--- src/rtl/record_viewer.sv ---
// Lap-record ring buffer with push-button paging for the stopwatch display path.
// Optional feature: RECORD_WRAP_EN makes writes when full overwrite the oldest record.
module record_viewer #(
  parameter int unsigned DEPTH = 8,
  parameter int unsigned IDX_W = 3
) (
  input  logic             Clk,
  input  logic             Rst,
  input  logic             iRecValid,
  input  logic [23:0]      iRecTime,
  input  logic             iClr,
  input  logic             fView,
  input  logic             fPrev,
  input  logic             fNext,
  output logic [23:0]      oTime,
  output logic [IDX_W:0]   oIndex,
  output logic [IDX_W:0]   oCount,
  output logic             oViewing,
  output logic             oFull
);

  typedef enum logic [0:0] {StIdle, StView} state_e;

  localparam logic [IDX_W-1:0] PtrOne  = IDX_W'(1);
  localparam logic [IDX_W:0]   CntFull = (IDX_W + 1)'(DEPTH);

  state_e           state_q, state_d;
  logic [IDX_W-1:0] wp_q, wp_d, op_q, op_d, rp_q, rp_d;
  logic [IDX_W:0]   cnt_q, cnt_d;
  logic             view_q, prev_q, next_q;
  logic             view_press, prev_press, next_press;
  logic [IDX_W-1:0] newest;
  logic             we;
  logic [23:0]      mem_q [DEPTH];
  logic [23:0]      time_q;
  logic [IDX_W:0]   index_q;
  logic             viewing_q;

  // A press is a released-to-pressed transition between the last sample and now.
  assign view_press = view_q & ~fView;
  assign prev_press = prev_q & ~fPrev;
  assign next_press = next_q & ~fNext;
  assign newest     = wp_q - PtrOne;

  always_comb begin
    state_d = state_q;
    wp_d    = wp_q;
    op_d    = op_q;
    rp_d    = rp_q;
    cnt_d   = cnt_q;
    we      = 1'b0;
    if (iClr) begin
      state_d = StIdle;
      wp_d    = '0;
      op_d    = '0;
      rp_d    = '0;
      cnt_d   = '0;
    end else begin
      if (view_press) begin
        if (state_q == StView) begin
          state_d = StIdle;
        end else if (cnt_q != '0) begin
          state_d = StView;
          rp_d    = newest;
        end
      end else if (prev_press && state_q == StView) begin
        if (rp_q != op_q) rp_d = rp_q - PtrOne;
      end else if (next_press && state_q == StView) begin
        if (rp_q != newest) rp_d = rp_q + PtrOne;
      end

      if (iRecValid) begin
        if (cnt_q != CntFull) begin
          we    = 1'b1;
          wp_d  = wp_q + PtrOne;
          cnt_d = cnt_q + 1'b1;
        end else begin
`ifdef RECORD_WRAP_EN
          we   = 1'b1;
          wp_d = wp_q + PtrOne;
          op_d = op_q + PtrOne;
          // A view parked on the oldest record follows it as it is overwritten.
          if (rp_d == op_q) rp_d = op_q + PtrOne;
`endif
        end
      end
    end
  end

  always_ff @(posedge Clk) begin
    if (!Rst) begin
      state_q   <= StIdle;
      wp_q      <= '0;
      op_q      <= '0;
      rp_q      <= '0;
      cnt_q     <= '0;
      view_q    <= 1'b1;
      prev_q    <= 1'b1;
      next_q    <= 1'b1;
      time_q    <= '0;
      index_q   <= '0;
      viewing_q <= 1'b0;
    end else begin
      state_q   <= state_d;
      wp_q      <= wp_d;
      op_q      <= op_d;
      rp_q      <= rp_d;
      cnt_q     <= cnt_d;
      view_q    <= fView;
      prev_q    <= fPrev;
      next_q    <= fNext;
      viewing_q <= (state_q == StView);
      if (state_q == StView) begin
        time_q  <= mem_q[rp_q];
        index_q <= {1'b0, rp_q - op_q} + 1'b1;
      end else begin
        time_q  <= '0;
        index_q <= '0;
      end
    end
  end

  // Record storage carries no reset; cnt/pointers define which entries are valid.
  always_ff @(posedge Clk) begin
    if (Rst && we) mem_q[wp_q] <= iRecTime;
  end

  assign oTime    = time_q;
  assign oIndex   = index_q;
  assign oCount   = cnt_q;
  assign oViewing = viewing_q;
  assign oFull    = (cnt_q == CntFull);

endmodule

--- config.mk ---
export PLATFORM = sky130hd
export DESIGN_NAME = record_viewer
export DESIGN_NICKNAME = d
export VERILOG_FILES = /design/src/rtl/record_viewer.sv
export SDC_FILE = /design/constraint.sdc
export NUM_CORES = 1
export LEC_CHECK = 0
export ABC_AREA = 1
export BUFFER_PORTS_ARGS = -buffer_cell sky130_fd_sc_hd__buf_4
export CELL_PAD_IN_SITES_DETAIL_PLACEMENT = 1
export CELL_PAD_IN_SITES_GLOBAL_PLACEMENT = 2
export CORE_MARGIN = 2
export CORE_UTILIZATION = 39
export CTS_BUF_LIST = sky130_fd_sc_hd__clkbuf_8
export DETAILED_ROUTE_END_ITERATION = 8
export PLACE_DENSITY_LB_ADDON = 0.25
export SLEW_MARGIN = 20
export SYNTH_ARGS = -nofsm -noshare
export SYNTH_HDL_FRONTEND = slang
export SYNTH_SLANG_ARGS = --single-unit
--- constraint.sdc ---
create_clock -name Clk -period 3 [get_ports Clk]
set_clock_uncertainty 0.1 [all_clocks]
set_input_delay 0.15 -clock Clk [delete_from_list [all_inputs] [get_ports Clk]]
set_output_delay 0.15 -clock Clk [all_outputs]
set_load 0.02 [all_outputs]
**Word level (Yosys, flattened, before mapping)**

Memories as Yosys holds them, arrays and structs flattened. A register that Yosys moved wholly into a read port is not among the register bits.
Index checks and enable logic that the tools add are counted.

- Flip-flop bits (word level): 19
- RAM bits: 192
- Bits of input ports: 31
- Output and inout port bits: 34
- Word-level logic and storage cells: 55
- Memories: 1

- Add/subtract/negate cells: 6
- Equal/unequal tests: 6
- Muxes and demuxes: 14
- Bitwise logic cells: 7
- Reduce and logical (&&, ||, !) cells: 12

Memory list:

| memory | depth | bits a word | read ports | clocked after memory_dff | wr ports | RTL line | source |
|---|---|---|---|---|---|---|---|
| mem_q | 8 | 24 | 1 | 1 | 1 | 34 | `logic [23:0] mem_q [DEPTH];` |

Operators by type and width:

| cell | count |
|---|---|
| 3-bit 2-to-1 mux | 7 |
| 3-bit nonzero test | 3 |
| 1-bit 2-to-1 mux | 7 |
| 3-bit by 1-bit adder with 3-bit output, second input constant | 2 |
| 3-bit by 1-bit subtractor with 3-bit output, second input constant | 2 |
| 5-bit AND reduction | 1 |
| 3-bit by 1-bit adder with 4-bit output, second input constant | 1 |
| 4-bit by 1-bit adder with 4-bit output, second input constant | 1 |
| 4-bit == test, second input constant | 1 |
| 4-bit != test, second input constant | 1 |
| 1-bit inverter | 4 |
| 2-bit AND reduction | 2 |
| 4-bit nonzero test | 1 |
| 1-bit bitwise AND | 3 |
| 1-bit logical AND | 3 |
| 3-bit by 2-bit != test with 1-bit output, second input constant | 1 |
| 3-bit != test | 1 |
| 2-bit by 1-bit != test with 1-bit output, second input constant | 1 |
| 2-bit != test, second input constant | 1 |
| 2-bit OR reduction | 1 |
| 1-bit logical NOT | 1 |

**Logic depth before layout (Yosys ltp)**

Gate-level depths: netlist (run 1).

- Word-level depth: 7
- Gate-level depth with buffers: 14
- Mapped depth without buffers: 14

**Worst setup path after synthesis (run 1)**

Ideal clock, no wire load.

- Path kind: flip-flop to flip-flop
- From: register cnt_q[0] (netlist: oCount[0])
- To: memory mem_q[4][0] (enable)
- Setup time: 0.435 ns
- Arrival: 2.865 ns
- Data required time: 2.465 ns
- Setup slack: -0.400 ns
- Cell stages (with the launch flop): 8
- Path buffers: 0
- Clock period less this slack: 3.400 ns
- Cells stage by stage: dfxtp_1 > inv_1 > ha_1 > nand3_1 > nand2_2 > nor2_1 > inv_2 > nor3_1

- Longest elaborated chain between the ends: 7

Ends and longest elaborated chain:

| what | RTL line | source |
|---|---|---|
| start, declared | 29 | `logic [IDX_W:0] cnt_q, cnt_d;` |
| start signal, assigned | 108 | `cnt_q <= cnt_d;` |
| 4-bit != test | 73 | `if (cnt_q != CntFull) begin` |
| 1-bit 2-to-1 mux | 73 |  |
| 1-bit 2-to-1 mux | 72 | `if (iRecValid) begin` |
| 1-bit 2-to-1 mux | 52 | `if (iClr) begin` |
| 1-bit logical AND | 125 | `if (Rst && we) mem_q[wp_q] <= iRecTime;` |
| 1-bit 2-to-1 mux | 125 |  |
| 1-bit 2-to-1 mux (not written as such) | 125 |  |
| end, declared | 34 |  |

No other way between the ends.

**Worst setup path after layout (run 1)**

- From: register cnt_q[1] (netlist: oCount[1])
- To: memory mem_q[3][10] (enable)

Same word-level chain as after synthesis.

==> results of run 1 <==
through the flow:
stage	setup TNS [ps]	utilization, %	instance area [µm²]
after floorplan	-38390	-	9010
after global placement	0	43.1	9750
after detailed placement	0	43.1	9750
after CTS	0	48.2	10900
after global routing	0	48.2	10900
final	0	48.2	10900
final timing paths:
kind,start,slack (ps),end,cells past startpoint
worst max-delay path,oCount[1]$_SDFFE_PP0N_,720,mem_q[3][10]$_DFFE_PP_,8
worst min-delay path,fPrev,80,rp_q[2]$_SDFFE_PP0P_,9
worst max register to register,oCount[1]$_SDFFE_PP0N_,720,mem_q[3][10]$_DFFE_PP_,8
worst min register to register,oCount[1]$_SDFFE_PP0N_,430,oCount[1]$_SDFFE_PP0N_,2
layer usage:
| metal | part of all wire (%) | global-route usage [%] | up-vias | routed length, µm |
|---|---|---|---|---|
| li1 | - | - | 2848 | - |
| met5 | 0 | 0 | - | 0 |
| met1 | 44 | 23.4 | 3068 | 9620 |
| met2 | 49 | 32.0 | 111 | 10700 |
| met3 | 4.1 | 3.75 | 46 | 891 |
| met4 | 2.3 | 5.55 | 0 | 499 |
registers in the layout, indices dropped and copies added, names as in the netlist:
signal    flops
mem_q       192
oTime        24
oCount        4
oIndex        4
rp_q          3
wp_q          3
next_q        1
oViewing      1
prev_q        1
state_q       1
view_q        1
worst max-delay path, stage by stage, from the launching register on:
cell and delay [ps]:
dfxtp_1 390, inv_1 70, ha_1 190, nand3_1 120
nand2_2 150, nor2_1 180, nand2_1 170, nor2_2 130
buf_4 390
cells in the mapped netlist, types with 3 or more instances:
master    number  share of area (%)
a21oi_1        6               0.33
buf_2         17               0.94
buf_4          6               0.50
buf_6          9                1.1
clkbuf_1       8               0.33
dfxtp_1       43                9.6
edfxtp_1     192                 64
ha_1           7               0.97
inv_1         17               0.71
inv_2          8               0.33
nand2_1       46                1.9
nand2_2        3               0.21
nand3_1       12               0.67
nor2_1       164                6.8
nor3_1         4               0.22
o21ai_0       51                2.8
o21ai_1       77                4.3
o22ai_1       48                3.3
report_power, final:
group / total (W) / switching [W] / internal, W / leakage, nW
Combinational: 0.000358 / 0.000224 / 0.000134 / 1.45
Clock: 0.00291 / 0.00126 / 0.00165 / 0.460
Sequential: 0.00356 / 0.0000120 / 0.00355 / 2.08
what timing repair did:
| item | in CTS | in global routing |
|---|---|---|
| hold buffers | 33 | 0 |
| hold endpoints to repair | 210 | 0 |
| buffers inserted | 0 | 0 |
cell type report:
type	instances	share of cell area, %
clock buffer	49	6.18
clock inverter	25	1.41
tap	285	3.27
timing repair buffer	114	8.83
multi-input combinational	425	18.6
sequential	235	60.7
inverter	27	0.952
cells by family (layout without fill, tap and decap cells):
family / count (synthesis) / count (layout)
buf+inv: 69 / 215
simple gates: 234 / 234
fa+ha+maj: 7 / 7
xor+xnor: 1 / 1
flops: 235 / 235
compound gates: 183 / 183
placed cells by master (no fill, tap or decap), drive strengths merged, types with 33 or more instances in the layout:
master / n
o22ai: 48
nand2: 49
nor2: 165
edfxtp: 192
o21ai: 128
clkbuf: 49
dfxtp: 43
buf: 81
inv: 36
dlygate4sd3: 33
==> metrics.txt, run 1 <==
register area share after synthesis=73.5%; CTS HTree Levels=2; area delta synth->final=21.1%; CTS tree=built; HP Class=primary input to flip-flop; Worst EP required=3070 ps; syn avg cell area=12.4 µm²; flops & latches, synth=235; Crit. End Element=flip-flop; Die ar.=about 24000 µm²; total CTS buffers=41; top_reg_cell synth=edfxtp_1; synthesized cell area=9010 µm²; Antenna Nets Post-Route=0; Lkg Pwr=around 4 nW; GRT Util Overall=18.5%; Reg area=6630 µm²; Tcrit/Tclk final=76.1%; number of enable flip-flop cells after synthesis=192; Critical Path Start Type=flip-flop; vias per cell=5.24; DRC Markers=0; Via Count=slightly above 6000; initial antenna violation count=0; post_cts resized=0; Final setup viols=0; Gate Count Post-Synth=729; worst-case clock buffer depth=3; CP Class=flip-flop to flip-flop; Port Buffers=64; crit path max fanout=24; global-route wire length before repair=34.9 mm; GRT Residual Overflow=0; simple-gate area share of the yosys netlist=about a tenth; dpl hpwl=12.0 mm; Min Clock Period, post-route=2280 ps; final slew viol count=0; async set-or-reset flop fraction in the synthesized netlist=0%; Peak VDD IR=0.422 mV; post-synthesis mux area share=0%; DR pass1 iterations=4; Final Non-Filler Cells=roughly 1200; Total Power=0.00683 W; worst setup margin=718 ps; Max transition margin=56.1%; layout cells sized above 1=18.2%; Initial Util=39.8%; Synth Area in Adders=0.972%; Worst Path Arrival=2350 ps; core area=22600 µm²; fill count=2385; TritonCTS Sinks=235; max cap viols=0; yosys warns=0; Multi-input gate area=around 2000 µm²; largest net degree at the start of global routing=101; CTS clock-pin slew for the worst setup and hold paths=60 ps; Synth Area in Compound Gates=10.8%; DIE WIDTH=156 µm; vias in the first global route=6386; row cnt=55; I/O pins=65; Worst Max-Slew Pin Slew=about 660 ps; placed cells=1053; root buf cell=clkbuf_8; post-synthesis xor/xnor area fraction=0.0972%; nets=882; Final Hold Fails=0; n_diodes=0; largest family of logic cells by synthesized area=compound AO/OA/AOI/OAI gates; mean routed wirelength per cell=between 15 and 20 µm; die height=156 µm; FMAX=438 MHz; DR iter-0 viols=264; final hold slack=81.9 ps; status=finished clean; Power Dens Cells=626 nW/µm²; Clock Latency Late Sink=530 ps; Netlist cell types=29; drt total wl=21.7 mm; RSZ-0062 raised after global routing=no; synthesized net count=767; pre-CTS setup slack=716 ps; placer's final routability congestion estimate=about 0.73
(Power assumes the default switching activity.)
==> inputs of run 2 (changes only) <==
--- a/config.mk
+++ b/config.mk
@@ -10,7 +10,7 @@
 export CELL_PAD_IN_SITES_DETAIL_PLACEMENT = 1
 export CELL_PAD_IN_SITES_GLOBAL_PLACEMENT = 2
 export CORE_MARGIN = 2
-export CORE_UTILIZATION = 39
+export CORE_UTILIZATION = 40
 export CTS_BUF_LIST = sky130_fd_sc_hd__clkbuf_8
 export DETAILED_ROUTE_END_ITERATION = 8
 export PLACE_DENSITY_LB_ADDON = 0.25
==> constraint.sdc (replaced) <==
create_clock -name Clk -period 2.3 [get_ports Clk]
set_clock_uncertainty 0.1 [all_clocks]
set_input_delay 0.115 -clock Clk [delete_from_list [all_inputs] [get_ports Clk]]
set_output_delay 0.115 -clock Clk [all_outputs]
set_load 0.02 [all_outputs]
==> run 2 against run 1 <==
Effect of this change: die area fell by 2.4%; critical path depth unchanged; register-to-register slack lost 510 ps; design area up 0.80%; cell count is the same; highest routed layer unchanged; setup slack lost 510 ps; routed wire length increased by 0.17%; core utilization is 1.9 points higher.
==> metrics.txt, run 2 (synthesis gave the netlist of run 1 again) <==
Port Buffers=64 (unchanged); most frequent cells in the layout=edfxtp_1 (192), nor2_1 (159), o21ai_1 (77) (was edfxtp_1 (192), nor2_1 (160), buf_4 (79)); reg2reg setup slack=210 ps (was 720 ps); Initial Util=41.0% (was 39.8%); status=finished clean (unchanged); Design Area, Final=11000 µm² (was 10900 µm²); crit path max fanout=13 (was 24); family with the most delay on the worst path=simple AND/OR/NAND/NOR gates (unchanged); core area=22000 µm² (was 22600 µm²); global-route wire length before repair=35.0 mm (was 34.9 mm); FMAX=479 MHz (was 438 MHz); area delta synth->final=22.0% (was 21.1%); largest net degree at the start of global routing=99 (was 101); Worst EP required=2410 ps (was 3070 ps); GRT Util Overall=18.8% (was 18.5%); setup bufs post-CTS=0 (unchanged); Critical Path Start Type=flip-flop (unchanged); post-route setup TNS=0 ps (unchanged); nets=885 (was 882); commonest non-fill, non-tap cell in the layout=edfxtp_1 (unchanged); CTS tree=built (unchanged); n_diodes=0 (unchanged); CP Class=flip-flop to flip-flop (unchanged); Peak VDD IR=0.483 mV (was 0.422 mV); TritonCTS Sinks=235 (unchanged); post_cts resized=0 (unchanged); layout cells sized above 1=18.5% (was 18.2%); Clock Latency Late Sink=540 ps (was 530 ps); vias in the first global route=6519 (was 6386); vias per cell=5.18 (was 5.24); HP Class=primary input to flip-flop (unchanged); Die ar.=23700 µm² (was 24300 µm²); Hold Path Origin=fPrev (unchanged); initial antenna violation count=0 (unchanged); worst r2r dst=mem_q[3][2]$_DFFE_PP_ (was mem_q[3][10]$_DFFE_PP_); fill count=2265 (was 2385); DRC Markers=0 (unchanged); Final setup viols=0 (unchanged); Total Power=0.00864 W (was 0.00683 W); max reg flops=192 (unchanged); placer's final routability congestion estimate=0.720 (was 0.729); I/O pins=65 (unchanged); most used cell, CP=nor2_2; drt total wl=21.7 mm (about the same); Levels on crit path=8 (unchanged); Crit. End Element=flip-flop (unchanged); CTS clock-pin slew for the worst setup and hold paths=60 ps (about the same); Worst path max stage delay=350 ps (was 390 ps); depth of the worst register-to-register path=8 (unchanged); WHS Endpoint=rp_q[2]$_SDFFE_PP0P_ (unchanged); Lkg Pwr=4.04 nW (was 3.99 nW); Worst Path Arrival=2200 ps (was 2350 ps); Max transition margin=53.4% (was 56.1%); Hold Path Depth=9 (unchanged); dpl hpwl=12.4 mm (was 12.0 mm); Placed Area=9910 µm² (was 9750 µm²); RSZ-0062 raised after global routing=no (unchanged); Tcrit/Tclk final=90.8% (was 76.1%); max cap viols=0 (unchanged); DIE WIDTH=154 µm (was 156 µm); # hold bufs at CTS=32 (was 33); Via Count=6014 (was 6073); Worst Max-Slew Pin Slew=698 ps (was 658 ps); row cnt=54 (was 55); CP Cell Sequence=inv_1 -> ha_1 -> nand3_1 -> nand2_2 -> nor2_2 -> nand2_1 -> nor2_2 -> buf_4 (was inv_1 -> ha_1 -> nand3_1 -> nand2_2 -> nor2_1 -> nand2_1 -> nor2_2 -> buf_4); mean routed wirelength per cell=18.7 µm (about the same); total CTS buffers=41 (unchanged); DR pass1 iterations=4 (unchanged); crit path buf inv count=2 (unchanged); GRT Residual Overflow=0 (unchanged); Power Dens Cells=786 nW/µm² (was 626 nW/µm²); worst-case clock buffer depth=3 (unchanged); FF-to-FF Start=oCount[0]$_SDFFE_PP0N_ (was oCount[1]$_SDFFE_PP0N_); CTS HTree Levels=2 (unchanged); DR iter-0 viols=249 (was 264); Antenna Nets Post-Route=0 (unchanged); Largest Register=mem_q (unchanged); Min Clock Period, post-route=2090 ps (was 2280 ps); Final Hold Fails=0 (unchanged); root buf cell=clkbuf_8 (unchanged); die height=154 µm (was 156 µm); critical path's slowest cell=dfxtp_2 (was dfxtp_1); final slew viol count=0 (unchanged)
==> run 2: area by class of cell <==
class	count	area, µm²	share of cell area (%)
clock inverters	29	125	1.14
flip-flops and latches	235	6630	60.3
repair buffers	117	1080	9.85
inverters	27	104	0.944
clock buffers	47	647	5.88
multi-input cells	425	2060	18.7
well taps	280	350	3.19
==> run 2: how the worst max path moves through the flow <==
stage / start / to / slack, ps
3_3_place_gp: oCount[0]$_SDFFE_PP0N_ / mem_q[3][3]$_DFFE_PP_ / 320
4_1_cts: oCount[0]$_SDFFE_PP0N_ / mem_q[5][2]$_DFFE_PP_ / 200
5_1_grt: oCount[0]$_SDFFE_PP0N_ / mem_q[5][13]$_DFFE_PP_ / 50
2_1_floorplan: oCount[0]$_SDFFE_PP0N_ / mem_q[1][0]$_DFFE_PP_ / -20
3_5_place_dp: oCount[0]$_SDFFE_PP0N_ / mem_q[5][14]$_DFFE_PP_ / 220
6_report: oCount[0]$_SDFFE_PP0N_ / mem_q[3][2]$_DFFE_PP_ / 210
==> run 2: layer usage <==
metal	up-vias	wire length (µm)	part of all wire (%)	GRT usage [%]
met5	-	0	0	0
met4	0	269	1.2	5.25
met3	26	736	3.4	3.35
met2	97	11000	51	33.2
met1	3039	9730	45	24.0
li1	2852	-	-	-
==> run 2: worst reg2reg max path, stage by stage (launching register included) <==
cell and delay [ps]:
dfxtp_2 350, inv_1 70, ha_1 210, nand3_1 120, nand2_2 160, nor2_2 160, nand2_1 170, nor2_2 150
buf_4 260
==> run 2: stage by stage <==
stage	setup WS [ps]	hold WS (ps)	instances	utilization (%)
6_report	211	52.7	1160	50.1
3_5_place_dp	223	205	1052	45.1
3_3_place_gp	325	197	1052	45.1
4_1_cts	196	35.6	1160	50.1
2_1_floorplan	-17.8	83.7	729	-
5_1_grt	50.8	115	1160	50.1
==> run 2: power breakdown <==
part / internal, W / total [W] / switching [W] / leakage (nW)
logic: 0.000182 / 0.000483 / 0.000301 / 1.49
registers: 0.00463 / 0.00464 / 0.0000140 / 2.08
clock network: 0.00188 / 0.00352 / 0.00164 / 0.469
==> inputs of run 3 (changes only) <==
--- a/config.mk
+++ b/config.mk
@@ -5,7 +5,6 @@
 export SDC_FILE = /design/constraint.sdc
 export NUM_CORES = 1
 export LEC_CHECK = 0
-export ABC_AREA = 1
 export BUFFER_PORTS_ARGS = -buffer_cell sky130_fd_sc_hd__buf_4
 export CELL_PAD_IN_SITES_DETAIL_PLACEMENT = 1
 export CELL_PAD_IN_SITES_GLOBAL_PLACEMENT = 2
==> run 3 against run 2 <==
Effect of this change: clock power decreased by 8.0%; total power decreased by 4.2%; register-to-register slack got worse by 80 ps; setup slack got worse by 76 ps; non-clock buffer count decreased by 2; maximum frequency decreased by 3.5%; count of clock-buffer cells in the layout decreased by 5; critical path depth decreased by 1; synthesized area decreased by 3.2%.
==> metrics.txt, run 3 <==
status=finished clean (unchanged); Peak VDD IR=0.482 mV (was 0.483 mV); CP Class=flip-flop to flip-flop (unchanged); # hold bufs at CTS=32 (unchanged); Crit. End Element=flip-flop (unchanged); die height=152 µm (was 154 µm); Min Clock Period, post-route=2170 ps (was 2090 ps); commonest non-fill, non-tap cell in the layout=edfxtp_1 (unchanged); Final Hold Fails=0 (unchanged); Via Count=4448 (was 6014); drt total wl=17.2 mm (was 21.7 mm); vias in the first global route=4857 (was 6519); Gate Count Post-Synth=445 (was 729); Largest Register=mem_q (unchanged); CTS tree=built (unchanged); RSZ-0062 raised after global routing=no (unchanged); Hold Path Origin=iClr (was fPrev); FMAX=462 MHz (was 479 MHz); HP Class=primary input to flip-flop (unchanged); max cap viols=0 (unchanged); syn avg cell area=19.6 µm² (was 12.4 µm²); synthesized net count=483 (was 767); n_diodes=0 (unchanged); max reg flops=192 (unchanged); DR pass1 iterations=4 (unchanged); Sw Ratio=21.3% (was 22.6%); area delta synth->final=24.3% (was 22.0%); root buf cell=clkbuf_8 (unchanged); Clock Latency Late Sink=510 ps (was 540 ps); Worst EP required=2410 ps (about the same); global-route wire length before repair=27.3 mm (was 35.0 mm); Netlist cell types=34 (was 29); Max transition margin=74.2% (was 53.4%); top_reg_cell synth=edfxtp_1 (unchanged); Multi-input gate area=2050 µm² (was 2060 µm²); placer's final routability congestion estimate=0.712 (was 0.720); fill count=2006 (was 2265); Tcrit/Tclk final=94.1% (was 90.8%); Pint=0.00651 W (was 0.00669 W); Worst Max-Slew Pin Slew=386 ps (was 698 ps); layout cells sized above 1=32.9% (was 18.5%); CTS clock-pin slew for the worst setup and hold paths=60 ps (about the same); Antenna Nets Post-Route=0 (unchanged); post_cts resized=0 (unchanged); DIE WIDTH=152 µm (was 154 µm); final slew viol count=0 (unchanged); Port Buffers=64 (unchanged); Reg area=6640 µm² (was 6630 µm²); register area share after synthesis=75.9% (was 73.5%); synthesized cell area=8730 µm² (was 9010 µm²); Lkg Pwr=3.68 nW (was 4.04 nW); CP startpoint=oCount[1]$_SDFFE_PP0N_ (was oCount[0]$_SDFFE_PP0N_); Final setup viols=0 (unchanged); top-count cell post-synth=edfxtp_1 (unchanged); Synth area leaders=edfxtp_1 (66%), mux4_2 (12%), dfxtp_1 (9.9%), mux2i_1 (2.9%), nor2_1 (1.9%) (was edfxtp_1 (64%), dfxtp_1 (9.6%), nor2_1 (6.8%), o21ai_1 (4.3%), o22ai_1 (3.3%)); TritonCTS Sinks=235 (unchanged); row cnt=54 (unchanged); I/O pins=65 (unchanged); combinational share of power=4.9% (was 5.6%); Synth area leader=edfxtp_1 (unchanged); worst setup margin=135 ps (was 211 ps); number of enable flip-flop cells after synthesis=192 (unchanged); post-route setup TNS=0 ps (unchanged); mean routed wirelength per cell=19.4 µm (was 18.7 µm); FF-to-FF Start=oCount[1]$_SDFFE_PP0N_ (was oCount[0]$_SDFFE_PP0N_); Util after Layout=50.2% (was 50.1%); yosys warns=0 (unchanged); flops & latches, synth=235 (unchanged); GRT Util Overall=15.9% (was 18.8%); Initial Util=40.4% (was 41.0%); total CTS buffers=39 (was 41); Critical Path Start Type=flip-flop (unchanged); GRT Residual Overflow=0 (unchanged); Die ar.=23000 µm² (was 23700 µm²); clock share of power=39.1% (was 40.7%); async set-or-reset flop fraction in the synthesized netlist=0% (unchanged); most frequent cells after synthesis=edfxtp_1 (192), mux4_2 (48), nor2_1 (44), dfxtp_1 (43), mux2i_1 (25) (was edfxtp_1 (192), nor2_1 (164), o21ai_1 (77), o21ai_0 (51), o22ai_1 (48)); net switching power=0.00177 W (was 0.00196 W); initial antenna violation count=0 (unchanged); CTS HTree Levels=2 (unchanged); nets=618 (was 885); core area=21600 µm² (was 22000 µm²); crit path max fanout=24 (was 13); Worst Path Arrival=2280 ps (was 2200 ps); Power Dens Cells=763 nW/µm² (was 786 nW/µm²); sequential share of power=56.0% (was 53.7%); dpl hpwl=10.1 mm (was 12.4 mm); Yosys top cell area share=66.1% (was 64.0%); largest net degree at the start of global routing=52 (was 99); DR iter-0 viols=222 (was 249); setup bufs post-CTS=0 (unchanged); DRC Markers=0 (unchanged); pre-CTS setup slack=130 ps (was 223 ps); most frequent cells in the layout=edfxtp_1 (192), buf_4 (72), mux4_2 (48) (was edfxtp_1 (192), nor2_1 (159), o21ai_1 (77)); Total Power=0.00828 W (was 0.00864 W); worst-case clock buffer depth=3 (unchanged); final hold slack=67.2 ps (was 52.7 ps); vias per cell=5.01 (was 5.18)
[run 3: cell families (layout without fill, tap and decap cells)]
group | count (synthesis) | after routing | share of synthesized area, %
flip-flops | 235 | 235 | 75.9
AND/OR/NAND/NOR | 77 | 77 | 3.97
multiplexers | 73 | 73 | 15.3
buffers and inverters | 29 | 192 | 1.41
AO/OA/AOI/OAI | 12 | 12 | 1.06
XOR/XNOR | 12 | 12 | 1.36
adder cells (fa/ha/maj) | 7 | 7 | 1.00
[run 3: metal layers]
layer	GRT usage, %	vias to the layer above	wire length [µm]	part of all wire [%]
li1	-	2023	-	-
met5	0	-	0	0
met1	21.0	2292	7590	44
met3	3.47	28	746	4.3
met2	26.7	105	8570	50
met4	4.72	0	316	1.8
[run 3: cell type report]
| class | instances | share of cell area, % |
|---|---|---|
| clock inverter | 27 | 1.07 |
| multi-input combinational | 181 | 18.9 |
| clock buffer | 42 | 5.33 |
| sequential | 235 | 61.2 |
| timing repair buffer | 115 | 9.96 |
| tap | 280 | 3.23 |
| inverter | 8 | 0.277 |
[run 3: per-stage QoR]
stage,cell area [µm²],std cells
after detailed placement,9840,787
after floorplan,8810,445
after global routing,10900,888
after CTS,10900,888
final,10900,888
after global placement,9840,787
[run 3: worst max-delay path, cell delays in order (launching register included)]
cell,delay (ps)
dfxtp_4,370
inv_2,30
ha_2,170
nand3b_1,120
nand2_2,130
or3_4,480
nor3_4,220
buf_12,220
[run 3: power by group through the flow]
| stage | sequential (W) | clock, W | combinational, W |
|---|---|---|---|
| 6_report | 0.00464 | 0.00324 | 0.000404 |
| 5_1_grt | 0.00464 | 0.00354 | 0.000447 |
| 4_1_cts | 0.00464 | 0.00337 | 0.000415 |
| 3_5_place_dp | 0.00472 | 0 | 0.000371 |
| 3_3_place_gp | 0.00472 | 0 | 0.000361 |
| 2_1_floorplan | 0.00473 | 0 | 0.000207 |
[run 3: worst paths after layout]
kind | endpoint | slack [ps] | depth (start not counted)
setup / recovery | mem_q[0][5]$_DFFE_PP_ | 130 | 7
hold / removal | rp_q[0]$_SDFFE_PP0P_ | 70 | 4
setup reg to reg | mem_q[0][5]$_DFFE_PP_ | 130 | 7
hold reg to reg | oCount[1]$_SDFFE_PP0N_ | 410 | 2
